--- src/rtl/mantissa_shift_add_multiplier_if.sv ---
// Handshake/data bundle for the mantissa shift-add multiplier.
//   start   : request, sampled only while the multiplier is idle
//   q, m    : multiplier / multiplicand operands, latched on an accepted start
//   busy    : high from acceptance until the product is written
//   done    : one-cycle pulse, p is valid
//   p       : full 2*Width-bit product, held until the next result
//   norm_hi : p MSB; 1 means product in [2,4)
// master = requester (FPU control / bench), slave = multiplier.
interface mantissa_shift_add_multiplier_if #(
  parameter int unsigned Width = 24
);
  logic                 start;
  logic [Width-1:0]     q;
  logic [Width-1:0]     m;
  logic                 busy;
  logic                 done;
  logic [2*Width-1:0]   p;
  logic                 norm_hi;

  modport master (
    output start, q, m,
    input  busy, done, p, norm_hi
  );

  modport slave (
    input  start, q, m,
    output busy, done, p, norm_hi
  );
endinterface

--- src/rtl/mantissa_shift_add_multiplier.sv ---
// Sequential unsigned shift-add multiplier for FP mantissas (hidden bit included).
// One partial-product step per clock; fixed latency independent of operand values.
// Ports:
//   clk : rising-edge clock
//   rst : asynchronous active-high reset, aborts any in-flight operation
//   bus : slave side of mantissa_shift_add_multiplier_if (start/q/m in,
//         busy/done/p/norm_hi out)
module mantissa_shift_add_multiplier #(
  parameter int unsigned Width = 24
) (
  input logic                           clk,
  input logic                           rst,
  mantissa_shift_add_multiplier_if.slave bus
);

  localparam int unsigned CntW = $clog2(Width + 1);

  typedef enum logic [1:0] {StIdle, StRun, StDone} state_e;

  state_e             state_q;
  logic [Width-1:0]   mr_q;
  logic [Width-1:0]   qr_q;
  logic [Width-1:0]   a_q;
  logic [CntW-1:0]    cnt_q;
  logic [2*Width-1:0] p_q;
  logic               busy_q;
  logic               done_q;

  // {carry, A} after conditionally adding the multiplicand. The carry is
  // always shifted into A's MSB in the same cycle, so it never needs storing.
  logic [Width-1:0]   addend;
  logic [Width:0]     sum;

  assign addend = qr_q[0] ? mr_q : '0;
  assign sum    = {1'b0, a_q} + {1'b0, addend};

  always_ff @(posedge clk or posedge rst) begin
    if (rst) begin
      state_q <= StIdle;
      mr_q    <= '0;
      qr_q    <= '0;
      a_q     <= '0;
      cnt_q   <= '0;
      p_q     <= '0;
      busy_q  <= 1'b0;
      done_q  <= 1'b0;
    end else begin
      done_q <= 1'b0;
      unique case (state_q)
        StIdle: begin
          if (bus.start) begin
            mr_q    <= bus.m;
            qr_q    <= bus.q;
            a_q     <= '0;
            cnt_q   <= CntW'(Width);
            busy_q  <= 1'b1;
            state_q <= StRun;
          end
        end
        StRun: begin
          // {C,A,Qr} >> 1 with {C,A} = sum
          a_q   <= sum[Width:1];
          qr_q  <= {sum[0], qr_q[Width-1:1]};
          cnt_q <= cnt_q - CntW'(1);
          if (cnt_q == CntW'(1)) begin
            state_q <= StDone;
          end
        end
        StDone: begin
          p_q     <= {a_q, qr_q};
          done_q  <= 1'b1;
          busy_q  <= 1'b0;
          state_q <= StIdle;
        end
        default: begin
          state_q <= StIdle;
        end
      endcase
    end
  end

  assign bus.busy    = busy_q;
  assign bus.done    = done_q;
  assign bus.p       = p_q;
  assign bus.norm_hi = p_q[2*Width-1];

endmodule

--- src/flat_wrapper.sv ---
// flat-port wrapper written by rule: the top's interface ports become plain ports
module mantissa_shift_add_multiplier_flat 
#(
  parameter int unsigned Width = 24
)
  (clk, rst, bus_start, bus_q, bus_m, bus_busy, bus_done, bus_p, bus_norm_hi);
  mantissa_shift_add_multiplier_if #(.Width(Width)) bus_i ();
  input logic clk;
  input logic rst;
  input wire logic [$bits(bus_i.start)-1:0] bus_start;
  input wire logic [$bits(bus_i.q)-1:0] bus_q;
  input wire logic [$bits(bus_i.m)-1:0] bus_m;
  output wire logic [$bits(bus_i.busy)-1:0] bus_busy;
  output wire logic [$bits(bus_i.done)-1:0] bus_done;
  output wire logic [$bits(bus_i.p)-1:0] bus_p;
  output wire logic [$bits(bus_i.norm_hi)-1:0] bus_norm_hi;
  assign bus_i.start = bus_start;
  assign bus_i.q = bus_q;
  assign bus_i.m = bus_m;
  assign bus_busy = bus_i.busy;
  assign bus_done = bus_i.done;
  assign bus_p = bus_i.p;
  assign bus_norm_hi = bus_i.norm_hi;
  mantissa_shift_add_multiplier #(.Width(Width)) u_core (.clk(clk), .rst(rst), .bus(bus_i));
endmodule
--- config.mk ---
export PLATFORM = sky130hd
export DESIGN_NAME = mantissa_shift_add_multiplier_flat
export DESIGN_NICKNAME = d
export VERILOG_FILES = /design/src/rtl/mantissa_shift_add_multiplier_if.sv /design/src/rtl/mantissa_shift_add_multiplier.sv /design/src/flat_wrapper.sv
export SDC_FILE = /design/constraint.sdc
export NUM_CORES = 1
export LEC_CHECK = 0
export BUFFER_PORTS_ARGS = -buffer_cell sky130_fd_sc_hd__buf_2
export CAP_MARGIN = 5
export CORE_AREA = 2 2 117 119
export DETAILED_ROUTE_END_ITERATION = 7
export DIE_AREA = 0 0 119 121
export GPL_ROUTABILITY_DRIVEN = 0
export PLACE_DENSITY = 0.76
export SYNTH_ARGS = -nofsm -noshare
export SYNTH_HDL_FRONTEND = slang
export SYNTH_SLANG_ARGS = --single-unit
--- constraint.sdc ---
create_clock -name clk -period 5 [get_ports clk]
set_input_delay 1 -clock clk [delete_from_list [all_inputs] [get_ports clk]]
set_output_delay 1 -clock clk [all_outputs]
set_load 0.03 [all_outputs]
Yosys cells after proc, flatten, opt, wreduce, memory -nomap -nowiden
Cells that the tools add are included.
{"block": "totals", "ff_bits": 129, "in_bits": 51, "output_inout_bits": 51, "word_cells": 35}
{"block": "classes", "addsub": 2, "n_eq_ne": 5, "mux": 13, "reduce_logical": 7}
{"operator": "case mux 24 bit (2 select lines)", "n": 2}
{"operator": "two-way mux 24 bit", "n": 3}
{"operator": "adder 24 x 24 -> 25 bit", "n": 1}
{"operator": "case mux 5 bit (2 select lines)", "n": 1}
{"operator": "AND reduction 2 bit", "n": 4}
{"operator": "== test 5 x 1 -> 1 bit (second input constant)", "n": 1}
{"operator": "two-way mux 5 bit", "n": 1}
{"operator": "subtractor 5 x 1 -> 5 bit (second input constant)", "n": 1}
{"operator": "two-way mux 2 bit", "n": 2}
{"operator": "case mux 2 bit (2 select lines)", "n": 1}
{"operator": "nonzero test 2 bit", "n": 2}
{"operator": "== test 2 x 1 -> 1 bit (second input constant)", "n": 1}
{"operator": "== test 2 bit (second input constant)", "n": 1}
{"operator": "zero test 2 bit", "n": 1}
{"operator": "two-way mux 1 bit", "n": 2}
{"operator": "inequality test 2 x 1 -> 1 bit (second input constant)", "n": 1}
{"operator": "inequality test 2 bit (second input constant)", "n": 1}
{"operator": "case mux 1 bit (2 select lines)", "n": 1}

Longest topological paths before layout
Gate-level depths: netlist of the first run.
{"block": "logic_depth", "ltp_word": 3, "mapped_depth": 12, "mapped_depth_nobuf": 11}

Worst setup path after synthesis of the first run
OpenSTA, ideal clock, no wires.
{"block": "synth_timing", "path_kind": "register to register", "start": "register u_core.qr_q[0]", "end": "register u_core.a_q[21]", "setup_ns": 0.126, "arrival_ns": 2.761, "required_time_ns": 4.874, "setup_slack_ns": 2.113, "stages_incl_launch_ff": 13, "n_path_buf": 1, "period_less_slack_ns": 2.887, "cell_sequence": "dfrtp_1 clkbuf_1 and2_1 ha_1 inv_1 fa_1 nand2b_1 a21oi_2 a211oi_2 o311ai_4 a31oi_4 o2111a_1 a221o_1"}
{"block": "synth_via", "elab_chain_len": 3}
{"element": "start, declared", "line_no": "mantissa_shift_add_multiplier.sv:22", "source": "logic [Width-1:0] qr_q;"}
{"element": "start signal, assigned", "line_no": "mantissa_shift_add_multiplier.sv:53", "source": "qr_q <= bus.q;"}
{"element": "start signal, assigned", "line_no": "mantissa_shift_add_multiplier.sv:63", "source": "qr_q <= {sum[0], qr_q[Width-1:1]};"}
{"element": "two-way mux 24 bit", "line_no": "mantissa_shift_add_multiplier.sv:34", "source": "assign addend = qr_q[0] ? mr_q : '0;"}
{"element": "adder 24 x 24 -> 25 bit", "line_no": "mantissa_shift_add_multiplier.sv:35", "source": "assign sum = {1'b0, a_q} + {1'b0, addend};"}
{"element": "case mux 24 bit (2 select lines)", "line_no": "mantissa_shift_add_multiplier.sv:49", "source": "unique case (state_q)"}
{"element": "end signal, assigned", "line_no": "mantissa_shift_add_multiplier.sv:62", "source": "a_q <= sum[Width:1];"}
{"element": "end, declared", "line_no": "mantissa_shift_add_multiplier.sv:23", "source": "logic [Width-1:0] a_q;"}
Every way passes these cells.
A chain may end at the register's enable or synchronous reset.

Worst setup path after layout of the first run
Ends and elaborated chain as after synthesis.

==> metrics.txt, run 1 <==
crit path cell chain=and2_1, ha_1, inv_1, fa_1, nand2b_1, a21oi_2, a211oi_2, o311ai_4, a31oi_4, o2111a_1, a221o_1; vias=4,784; Main synth FF type=dfrtp_1; Initial Utilization=49.10%; Netlist cell types=48; Final setup viols=0; Worst Path Buf+Inv=1; Clock Latency Late Sink=0.42 ns; CORE AREA=13,090 um2; Synth Area in XOR/XNOR=2.590%; status=finished clean; die span in y=121 um; worst slack at placement=1.625 ns; Post-Syn Nets=666; post-synthesis compound-gate area fraction=13.83%; fraction of registers with async set/reset=100.0%; final setup margin=1.585 ns; I/O Pins=102; global-route wire length before repair=23,560 um; Area Growth Syn to Fin=20.43%; largest family of logic cells by synthesized area=compound AO/OA/AOI/OAI gates; # clock sinks=129; register area=3228 um2; Yosys reg bits=129; Largest delay share family, worst path=compound AO/OA/AOI/OAI gates; Crit path arrival time=3.71 ns; pin count of the biggest net entering global routing=49; cts-stage hold buffer count=0; power share of the sequential group=35.4%; H-tree depth=4; layout cells sized above 1=31.75%; CP endpoint kind=register; Slew @ Worst Pin=0.9647 ns; Die ar.=14,400 um2; relative slew slack=35.69%; CTS tree=done; multiplexer share of the synthesized area=12.60%; Root Buffer=clkbuf_16; Yosys warnings=0; synthesized-area fraction occupied by adder cells=5.375%; total global routing overflow=0; cells resized by post-CTS repair=0; P per Cell Area=641.6 nW/um2; clock share of power=26.9%; combinational share of power=37.6%; leakage=0.003914 uW; Period Utilization, post-route=68.29%; mean post-synth cell area=10.93 um2; 1st-iter DRT viols=360; max incr delay on CP=0.82 ns; Avg WL per Cell=15.95 um; Yosys top cell by area=dfrtp_1; Synth area leaders=dfrtp_1 50%, mux2_2 12%, ha_1 5.1%; CTS Buf Count=17; Die W=119 um; post-detail-place hpwl=9434 um; Switch Pwr=1818 uW; CP max FO=26; initial antenna violation count=0; Post-synth EDFFs=0; sequential area share after synthesis=50.24%; f_max=292.9 MHz; fin crit period=3.415 ns; Yosys top cell area share=50.24%; 1st-pass router iterations=4; Clk pin slew, worst setup/hold paths=0.06 ns; DR DRC count=0; ant diodes=0; fillers=1,096; TNS Setup=0 ns; Setup Fix Bufs, Post-CTS=0; worst hold path class=register to register; Max Buffers Root-to-Sink=2; Hold Startpoint=u_core.bus.busy; Pint=3146 uW; Antenna Nets Post-Route=0; IO buf count=101; simple-gate area share of the yosys netlist=12.39%; Critical Path Source=u_core.qr_q[0]; worst path required time=5.29 ns; Fin. Hold Viols=0; nature of the critical path startpoint=register; DR vias/cell=5.505; vias in the first global route=4,853; footprint of the multi-input gates=3024 um2; Crit Path Class=register to register; RSZ-0062 raised after global routing=false; R2R Path Start=u_core.qr_q[0]; Sw Share=36.63%; GRT Util Overall=20.57%; Cell Area, Synth=6425 um2; row count=42; VDD IR max=329.7 uV; Final Slew Violations=0; NumNets Final=759; WL final=13,860 um; clk_skew=0.008941 ns; cell count after synthesis=588; max-cap viol count=0; Worst path slowest cell=dfrtp_1
==> placed cells by master (no fill, tap or decap), drive strengths merged, types with 10 or more instances in the layout <==
master / Yosys / final
nor2: 10 / 10
mux2: 71 / 71
a21oi: 49 / 49
ha: 26 / 26
dfrtp: 129 / 129
o21ai: 58 / 58
nand2: 59 / 59
and2: 23 / 23
buf: 5 / 108
clkbuf: 29 / 23
xor2: 11 / 11
and3b: 23 / 23
inv: 15 / 15
==> kinds of logic (layout without fill, tap and decap cells) <==
kind of cell,Yosys count,after routing
flip-flops,129,129
multiplexers,72,72
AND/OR/NAND/NOR,146,146
AO/OA/AOI/OAI,146,146
XOR/XNOR,19,19
adder cells (fa/ha/maj),27,27
buffers and inverters,49,154
==> path summary, 6_finish.rpt <==
path	endpoint	slack [ns]	cells past startpoint
setup / recovery	u_core.a_q[21]	1.59	11
hold / removal	u_core.bus.busy	0.48	1
setup reg to reg	u_core.a_q[21]	1.59	11
hold reg to reg	u_core.bus.busy	0.48	1
max in group asynchronous	u_core.bus.p[46]	3.37	3
min in group asynchronous	u_core.a_q[4]	0.66	2
==> metrics by stage <==
step / area (um2) / utilization, % / cells / hold WS, ns / total power [uW]
3_5_place_dp: 7089 / 54.18 / 838 / 0.4722 / 3627
3_3_place_gp: 7089 / 54.18 / 838 / 0.4482 / 3545
6_report: 7737 / 59.13 / 869 / 0.4785 / 4964
4_1_cts: 7737 / 59.13 / 869 / 0.4793 / 4994
2_1_floorplan: 6425 / - / 588 / 0.4354 / 3144
5_1_grt: 7737 / 59.13 / 869 / 0.4940 / 5315
==> sequential cells by signal, indices dropped and copies added, names as in the netlist <==
| signal | flops |
|---|---|
| u_core.cnt_q | 5 |
| u_core.bus.done | 1 |
| u_core.bus.busy | 1 |
| u_core.mr_q | 24 |
| u_core.qr_q | 24 |
| u_core.state_q | 2 |
| u_core.a_q | 24 |
| u_core.bus.p | 48 |
==> power by group through the flow <==
stage / Clock [uW] / Sequential, uW / Combinational [uW]
after global placement: 0 / 1750 / 1790
after CTS: 1360 / 1760 / 1870
after floorplan: 0 / 1790 / 1350
final: 1340 / 1760 / 1870
after detailed placement: 0 / 1770 / 1850
after global routing: 1420 / 1820 / 2080
==> synth_stat cells, types with 2 or more instances <==
master,n
a31oi_1,4
mux2_2,71
a21o_1,7
ha_1,26
buf_2,3
a221o_1,2
nand3b_1,3
inv_1,15
nand4_1,4
a31o_2,2
nor4_1,2
o21ai_0,58
a211oi_1,3
o211ai_1,3
and2_1,23
xnor2_1,8
o21bai_1,4
dfrtp_1,129
xor2_1,11
nand2_1,59
nand2b_1,8
a41oi_1,3
nand3_1,3
and3_1,3
nor3_1,4
and3b_1,23
nor3b_1,2
nor2_1,10
a21oi_1,48
clkbuf_1,29
==> cell type report <==
type	count	share of cell area, %
clock buffers	23	6.436
clock inverters	8	1.940
inverters	15	0.7600
flip-flops and latches	129	41.72
repair buffers	108	7.212
well taps	176	2.846
multi-input cells	410	39.08
==> layer usage <==
layer | track usage, % | vias up | routed length [um]
met5 | 0 | - | 0
met4 | 6.920 | 0 | 183
met3 | 5.122 | 15 | 563
met2 | 33.15 | 111 | 6719
met1 | 27.31 | 2377 | 6398
li1 | - | 2281 | -
No activity file was read; power rests on OpenSTA's default activity.
==> inputs of run 2 (changes only) <==
--- a/config.mk
+++ b/config.mk
@@ -5,13 +5,14 @@
 export SDC_FILE = /design/constraint.sdc
 export NUM_CORES = 1
 export LEC_CHECK = 0
+export ABC_AREA = 1
 export BUFFER_PORTS_ARGS = -buffer_cell sky130_fd_sc_hd__buf_2
 export CAP_MARGIN = 5
-export CORE_AREA = 2 2 117 119
+export CORE_AREA = 2 2 122 124
 export DETAILED_ROUTE_END_ITERATION = 7
-export DIE_AREA = 0 0 119 121
+export DIE_AREA = 0 0 124 126
 export GPL_ROUTABILITY_DRIVEN = 0
-export PLACE_DENSITY = 0.76
+export PLACE_DENSITY = 0.75
 export SYNTH_ARGS = -nofsm -noshare
 export SYNTH_HDL_FRONTEND = slang
 export SYNTH_SLANG_ARGS = --single-unit
==> constraint.sdc (replaced) <==
create_clock -name clk -period 3.2 [get_ports clk]
set_input_delay 0.64 -clock clk [delete_from_list [all_inputs] [get_ports clk]]
set_output_delay 0.64 -clock clk [all_outputs]
set_load 0.03 [all_outputs]
==> metrics.txt, run 2 <==
TNS Setup=0 ns (unchanged); GRT Util Overall=22.20% (+1.6 points); ant diodes=0 (unchanged); H-tree depth=4 (unchanged); leakage=0.004673 uW (+19%); Initial Utilization=48.81% (-0.29 points); Yosys top cell area share=46.20% (-4.0 points); worst path required time=3.56 ns (-1.73 ns); total global routing overflow=0 (unchanged); clk_skew=0.009186 ns (+0.0002448 ns); Post-Syn Nets=993 (+49%); Die ar.=15,620 um2 (+8.5%); worst hold path class=primary input to asynchronous set/reset pin; Root Buffer=clkbuf_16; most frequent cells in the layout=351 x nand2_1, 136 x inv_1, 129 x dfrtp_1, 101 x buf_2, 39 x o21ai_0; 1st-iter DRT viols=473 (+31%); vias in the first global route=5,598 (+15%); Netlist cell types=39 (-19%); most common cell after layout, fill and taps aside=nand2_1; fillers=1,371 (+25%); Final setup viols=0 (unchanged); die span in y=126 um (+4.1%); Post-synth EDFFs=0 (unchanged); Clock Latency Late Sink=0.43 ns (about the same); IO buf count=101 (unchanged); status=finished clean; initial antenna violation count=0 (unchanged); max-cap viol count=0 (unchanged); vias=5,881 (+23%); RSZ-0062 raised after global routing=false; Slew @ Worst Pin=0.7026 ns (-0.2621 ns); row count=44 (+4.8%); most frequent cell after synthesis=nand2_1; WL final=16,220 um (+17%); Clk pin slew, worst setup/hold paths=0.06 ns (about the same); cells resized by post-CTS repair=0 (unchanged); Main synth FF type=dfrtp_1; CTS Buf Count=17 (unchanged); I/O Pins=102 (unchanged); pin count of the biggest net entering global routing=130 (+170%); sequential area share after synthesis=46.20% (-4.0 points); Antenna Nets Post-Route=0 (unchanged); Yosys warnings=0 (unchanged); relative slew slack=53.16% (+17 points); Max Buffers Root-to-Sink=2 (unchanged); P per Cell Area=1048 nW/um2 (+63%); Post-synth top cells=351 x nand2_1, 137 x inv_1, 129 x dfrtp_1, 39 x o21ai_0, 38 x o21ai_1; hold slack=0.3583 ns (-0.1201 ns); Fin. Hold Viols=0 (unchanged); Final Slew Violations=0 (unchanged); Synth area leaders=dfrtp_1 46%, nand2_1 19%, inv_1 7.4%; Crit path arrival time=2.71 ns (-1.00 ns); Avg WL per Cell=13.41 um (-16%); Cell Area, Synth=6987 um2 (+8.7%); Crit Path Class=register to register; post-detail-place hpwl=11,600 um (+23%); DR vias/cell=4.864 (-12%); cts-stage hold buffer count=0 (unchanged); Period Utilization, post-route=73.28% (+5.0 points); CTS tree=done; fin crit period=2.345 ns (-1.070 ns); layout cells sized above 1=17.76% (-14 points); Die W=124 um (+4.2%); Setup Fix Bufs, Post-CTS=0 (unchanged); # clock sinks=129 (unchanged); Area Growth Syn to Fin=17.62%; global-route wire length before repair=26,930 um (+14%); nature of the critical path startpoint=register; fraction of registers with async set/reset=100.0% (unchanged); CP max FO=8 (-69%); DR DRC count=0 (unchanged); 1st-pass router iterations=5 (+1); CORE AREA=14,310 um2 (+9.4%); f_max=426.5 MHz (+46%); VDD IR max=497.8 uV (+51%); Yosys reg bits=129 (unchanged); Final Cell Area=8218 um2 (+6.2%); max reg flops=48 (unchanged); cell count after synthesis=915 (+56%); mean post-synth cell area=7.636 um2 (-30%); Post-DP Area=7605 um2 (+7.3%); fin util=57.41% (-1.7 points); Yosys top cell by area=dfrtp_1; NumNets Final=1,090 (+44%); CP endpoint kind=register
==> run 2: cell count changes after synthesis, moves of 25 or more <==
cell | previous run | this run
a21oi_1 | 48 | 23
inv_1 | 15 | 137
mux2_2 | 71 | 0
nand2_1 | 59 | 351
nand3_1 | 3 | 28
o21ai_1 | 0 | 38
==> run 2: through the flow <==
step	power (uW)	cells	setup slack [ns]
floorplan	5704	915	0.8982
global placement	6513	1177	0.9133
detailed placement	6601	1177	0.8998
CTS	8638	1209	0.8687
global route	9327	1209	0.6346
finish	8613	1209	0.8551
==> run 2: final cells by class <==
cell class	count	area, um2	share of cell area [%]
Tap cell	184	230.2	2.801
Clock inverter	12	156.4	1.903
Multi-Input combinational cell	608	3014	36.68
Timing Repair Buffer	108	570.5	6.943
Sequential cell	129	3228	39.28
Clock buffer	20	456.7	5.557
Inverter	148	561.8	6.836
==> run 2: worst max-delay path, cell delays in order (launching register included) <==
cell,delay [ns]
dfrtp_1,0.46
nand2_1,0.10
inv_1,0.07
ha_1,0.22
inv_1,0.07
fa_1,0.41
inv_1,0.12
nand3_1,0.08
nand3_1,0.13
nand2_1,0.08
nand2_2,0.10
nand2_1,0.08
nand2_2,0.12
nand2_1,0.06
nand2_1,0.07
nand2_1,0.05
nand2_1,0.06
==> run 2: kinds of logic after synthesis <==
kind of cell | count (synthesis) | synth area share, %
AND/OR/NAND/NOR | 446 | 26.92
AO/OA/AOI/OAI | 132 | 10.91
flip-flops | 129 | 46.20
adder cells (fa/ha/maj) | 27 | 4.943
XOR/XNOR | 3 | 0.3761
buffers and inverters | 178 | 10.66
==> run 2: per-layer routing <==
layer / track usage, % / vias to the layer above / wire length (um)
met4: 7.535 / 0 / 266
met3: 4.755 / 20 / 812
li1: - / 3044 / -
met1: 32.12 / 2672 / 7914
met2: 33.13 / 145 / 7222
met5: 0 / - / 0
==> run 2: path summary, 6_finish.rpt <==
path                       slack (ns)                to  cells past startpoint              from
hold reg to reg                  0.46  u_core.bus.p[40]                      2  u_core.bus.p[40]
min in group clk                 0.40    u_core.mr_q[8]                      3          bus_m[8]
hold / removal                   0.36   u_core.bus.p[8]                      3               rst
max in group asynchronous        2.27   u_core.mr_q[18]                      3               rst
setup reg to reg                 0.86    u_core.a_q[23]                     16    u_core.qr_q[0]
setup / recovery                 0.86    u_core.a_q[23]                     16    u_core.qr_q[0]
==> run 2: power by group <==
part	switching [uW]	total [uW]	internal [uW]
Clock	721	1990	1270
Combinational	2620	3930	1320
Sequential	406	2690	2280
Total	3740	8610	4870
==> inputs of run 3 (changes only) <==
==> constraint.sdc (replaced) <==
create_clock -name clk -period 2.45 [get_ports clk]
set_input_delay 0.49 -clock clk [delete_from_list [all_inputs] [get_ports clk]]
set_output_delay 0.49 -clock clk [all_outputs]
set_load 0.03 [all_outputs]
==> metrics.txt, run 3 (same netlist as run 2, synthesis figures left out) <==
status=finished clean; Pint=6461 uW (+33%); Non-Filler Instances=1,217 (+0.66%); die span in y=126 um (unchanged); NumNets Final=1,098 (+0.73%); initial antenna violation count=0 (unchanged); most common cell after layout, fill and taps aside=nand2_1; worst path required time=2.76 ns (-0.80 ns); Period Utilization, post-route=93.89% (+21 points); clk_skew=0.008357 ns (-0.0008286 ns); 1st-iter DRT viols=463 (-2.1%); CP endpoint kind=register; fin crit period=2.300 ns (-0.04455 ns); Largest delay share family, worst path=simple AND/OR/NAND/NOR gates; f_max=434.7 MHz (+1.9%); RSZ-0062 raised after global routing=false; GRT Util Overall=23.07% (+0.87 points); fillers=1,317 (-3.9%); Antenna Nets Post-Route=0 (unchanged); layout cells sized above 1=18.30% (+0.54 points); IO buf count=101 (unchanged); TNS Setup=0 ns (unchanged); Critical Path Most Common Cell=nand2_1; WL final=16,890 um (+4.1%); vias=6,076 (+3.3%); crit path cell chain=buf_4, nand2_1, inv_1, ha_1, nand2_1, nor2_1, nand3_1, nand2_2, nand2_1, nand2_1, nand2_1, nand2_1, o22ai_2; Worst path slowest cell=dfrtp_1; Slew @ Worst Pin=0.8569 ns (+0.1544 ns); combinational share of power=46.1% (+0.4 points); H-tree depth=4 (unchanged); Worst Path Buf+Inv=2 (-1); VDD IR max=645.4 uV (+30%); Switch Pwr=5005 uW (+34%); row count=44 (unchanged); Placed Cells=1,184 (+0.59%); max reg flops=48 (unchanged); max incr delay on CP=0.45 ns (about the same); power share of the sequential group=30.8% (-0.4 points); 1st-pass router iterations=6 (+1); Root Buffer=clkbuf_16; DR DRC count=0 (unchanged); CTS Buf Count=17 (unchanged); leakage=0.004716 uW (+0.93%); Final setup viols=0 (unchanged); Final Slew Violations=0 (unchanged); post-detail-place hpwl=12,180 um (+5.0%); Die ar.=15,620 um2 (unchanged); Crit path arrival time=2.61 ns (-0.10 ns); CORE AREA=14,310 um2 (unchanged); nature of the critical path startpoint=register; ant diodes=0 (unchanged); CP max FO=18 (+10); total global routing overflow=0 (unchanged); total power=11,470 uW (+33%); Fin. Hold Viols=0 (unchanged); most frequent cells in the layout=351 x nand2_1, 136 x inv_1, 129 x dfrtp_1, 101 x buf_2, 39 x o21ai_0; clock share of power=23.1% (about the same); Max Buffers Root-to-Sink=2 (unchanged); CTS tree=done; Clk pin slew, worst setup/hold paths=0.06 ns (about the same); cells resized by post-CTS repair=0 (unchanged); relative slew slack=42.79% (-10 points); Sw Share=43.65% (+0.19 points); Clock Latency Late Sink=0.42 ns (about the same); pin count of the biggest net entering global routing=66 (-49%); max-cap viol count=0 (unchanged); Die W=124 um (unchanged); Avg WL per Cell=13.88 um (+3.5%); DR vias/cell=4.993 (+2.6%); I/O Pins=102 (unchanged); P per Cell Area=1381 nW/um2 (+32%); worst hold path class=primary input to register; Crit Path Class=register to register; Area Growth Syn to Fin=18.80%; # clock sinks=129 (unchanged); vias in the first global route=5,782 (+3.3%); reg2reg setup slack=0.15 ns (-0.71 ns); global-route wire length before repair=28,000 um (+4.0%); Initial Utilization=48.81% (unchanged)
==> run 3: per-stage QoR <==
step | cell area [um2] | util (%) | setup WS (ns) | hold WS (ns)
2_1_floorplan | 6990 | - | 0.1482 | 0.4429
5_1_grt | 8300 | 57.99 | 0.05023 | 0.2467
3_3_place_gp | 7670 | 53.58 | 0.2296 | 0.3947
3_5_place_dp | 7670 | 53.58 | 0.2014 | 0.3959
4_1_cts | 8300 | 57.99 | 0.1873 | 0.2419
6_report | 8300 | 57.99 | 0.1497 | 0.2539
==> run 3: path summary, 6_finish.rpt <==
| path | to | from | cells after the start |
|---|---|---|---|
| hold / removal | u_core.mr_q[8] | bus_m[8] | 3 |
| max in group asynchronous | u_core.a_q[17] | rst | 4 |
| setup reg to reg | u_core.a_q[10] | u_core.qr_q[0] | 13 |
| min in group asynchronous | u_core.bus.p[8] | rst | 3 |
| setup / recovery | u_core.a_q[10] | u_core.qr_q[0] | 13 |
| hold reg to reg | u_core.bus.p[39] | u_core.bus.p[39] | 2 |
==> run 3: timing repair <==
item / 4_1_cts / 5_1_grt
hold endpoints to repair: 2 / 0
buffers inserted: 0 / 0
hold buffers: 1 / 0
==> run 3: worst min-delay path, delay by kind of cell <==
kind | cells | cell delay (ns)
simple gates | 2 | 0.08
buf+inv | 1 | 0.07
==> run 3: layer usage <==
| layer | vias up | GRT usage, % | part of all wire (%) | wire length (um) |
|---|---|---|---|---|
| met2 | 194 | 35.26 | 45 | 7683 |
| met1 | 2795 | 32.85 | 47 | 7890 |
| met4 | 0 | 8.063 | 1.6 | 264 |
| met5 | - | 0 | 0 | 0 |
| li1 | 3067 | - | - | - |
| met3 | 20 | 4.438 | 6.2 | 1050 |
==> run 3: power groups by stage <==
| stage | Sequential (uW) | Combinational, uW | Clock, uW |
|---|---|---|---|
| 6_report | 3530 | 5290 | 2650 |
| 5_1_grt | 3630 | 5980 | 2780 |
| 4_1_cts | 3520 | 5270 | 2680 |
| 3_5_place_dp | 3540 | 5230 | 0 |
| 3_3_place_gp | 3520 | 5110 | 0 |
| 2_1_floorplan | 3750 | 3700 | 0 |
==> run 3: area by class of cell <==
cell class                 count  area, um2  area share, %
inverter                     148      561.8          6.768
sequential                   129       3228          38.89
multi-input combinational    608       3014          36.31
clock inverter                11      150.1          1.809
tap                          184      230.2          2.774
clock buffer                  21      470.5          5.668
timing repair buffer         116      645.6          7.778
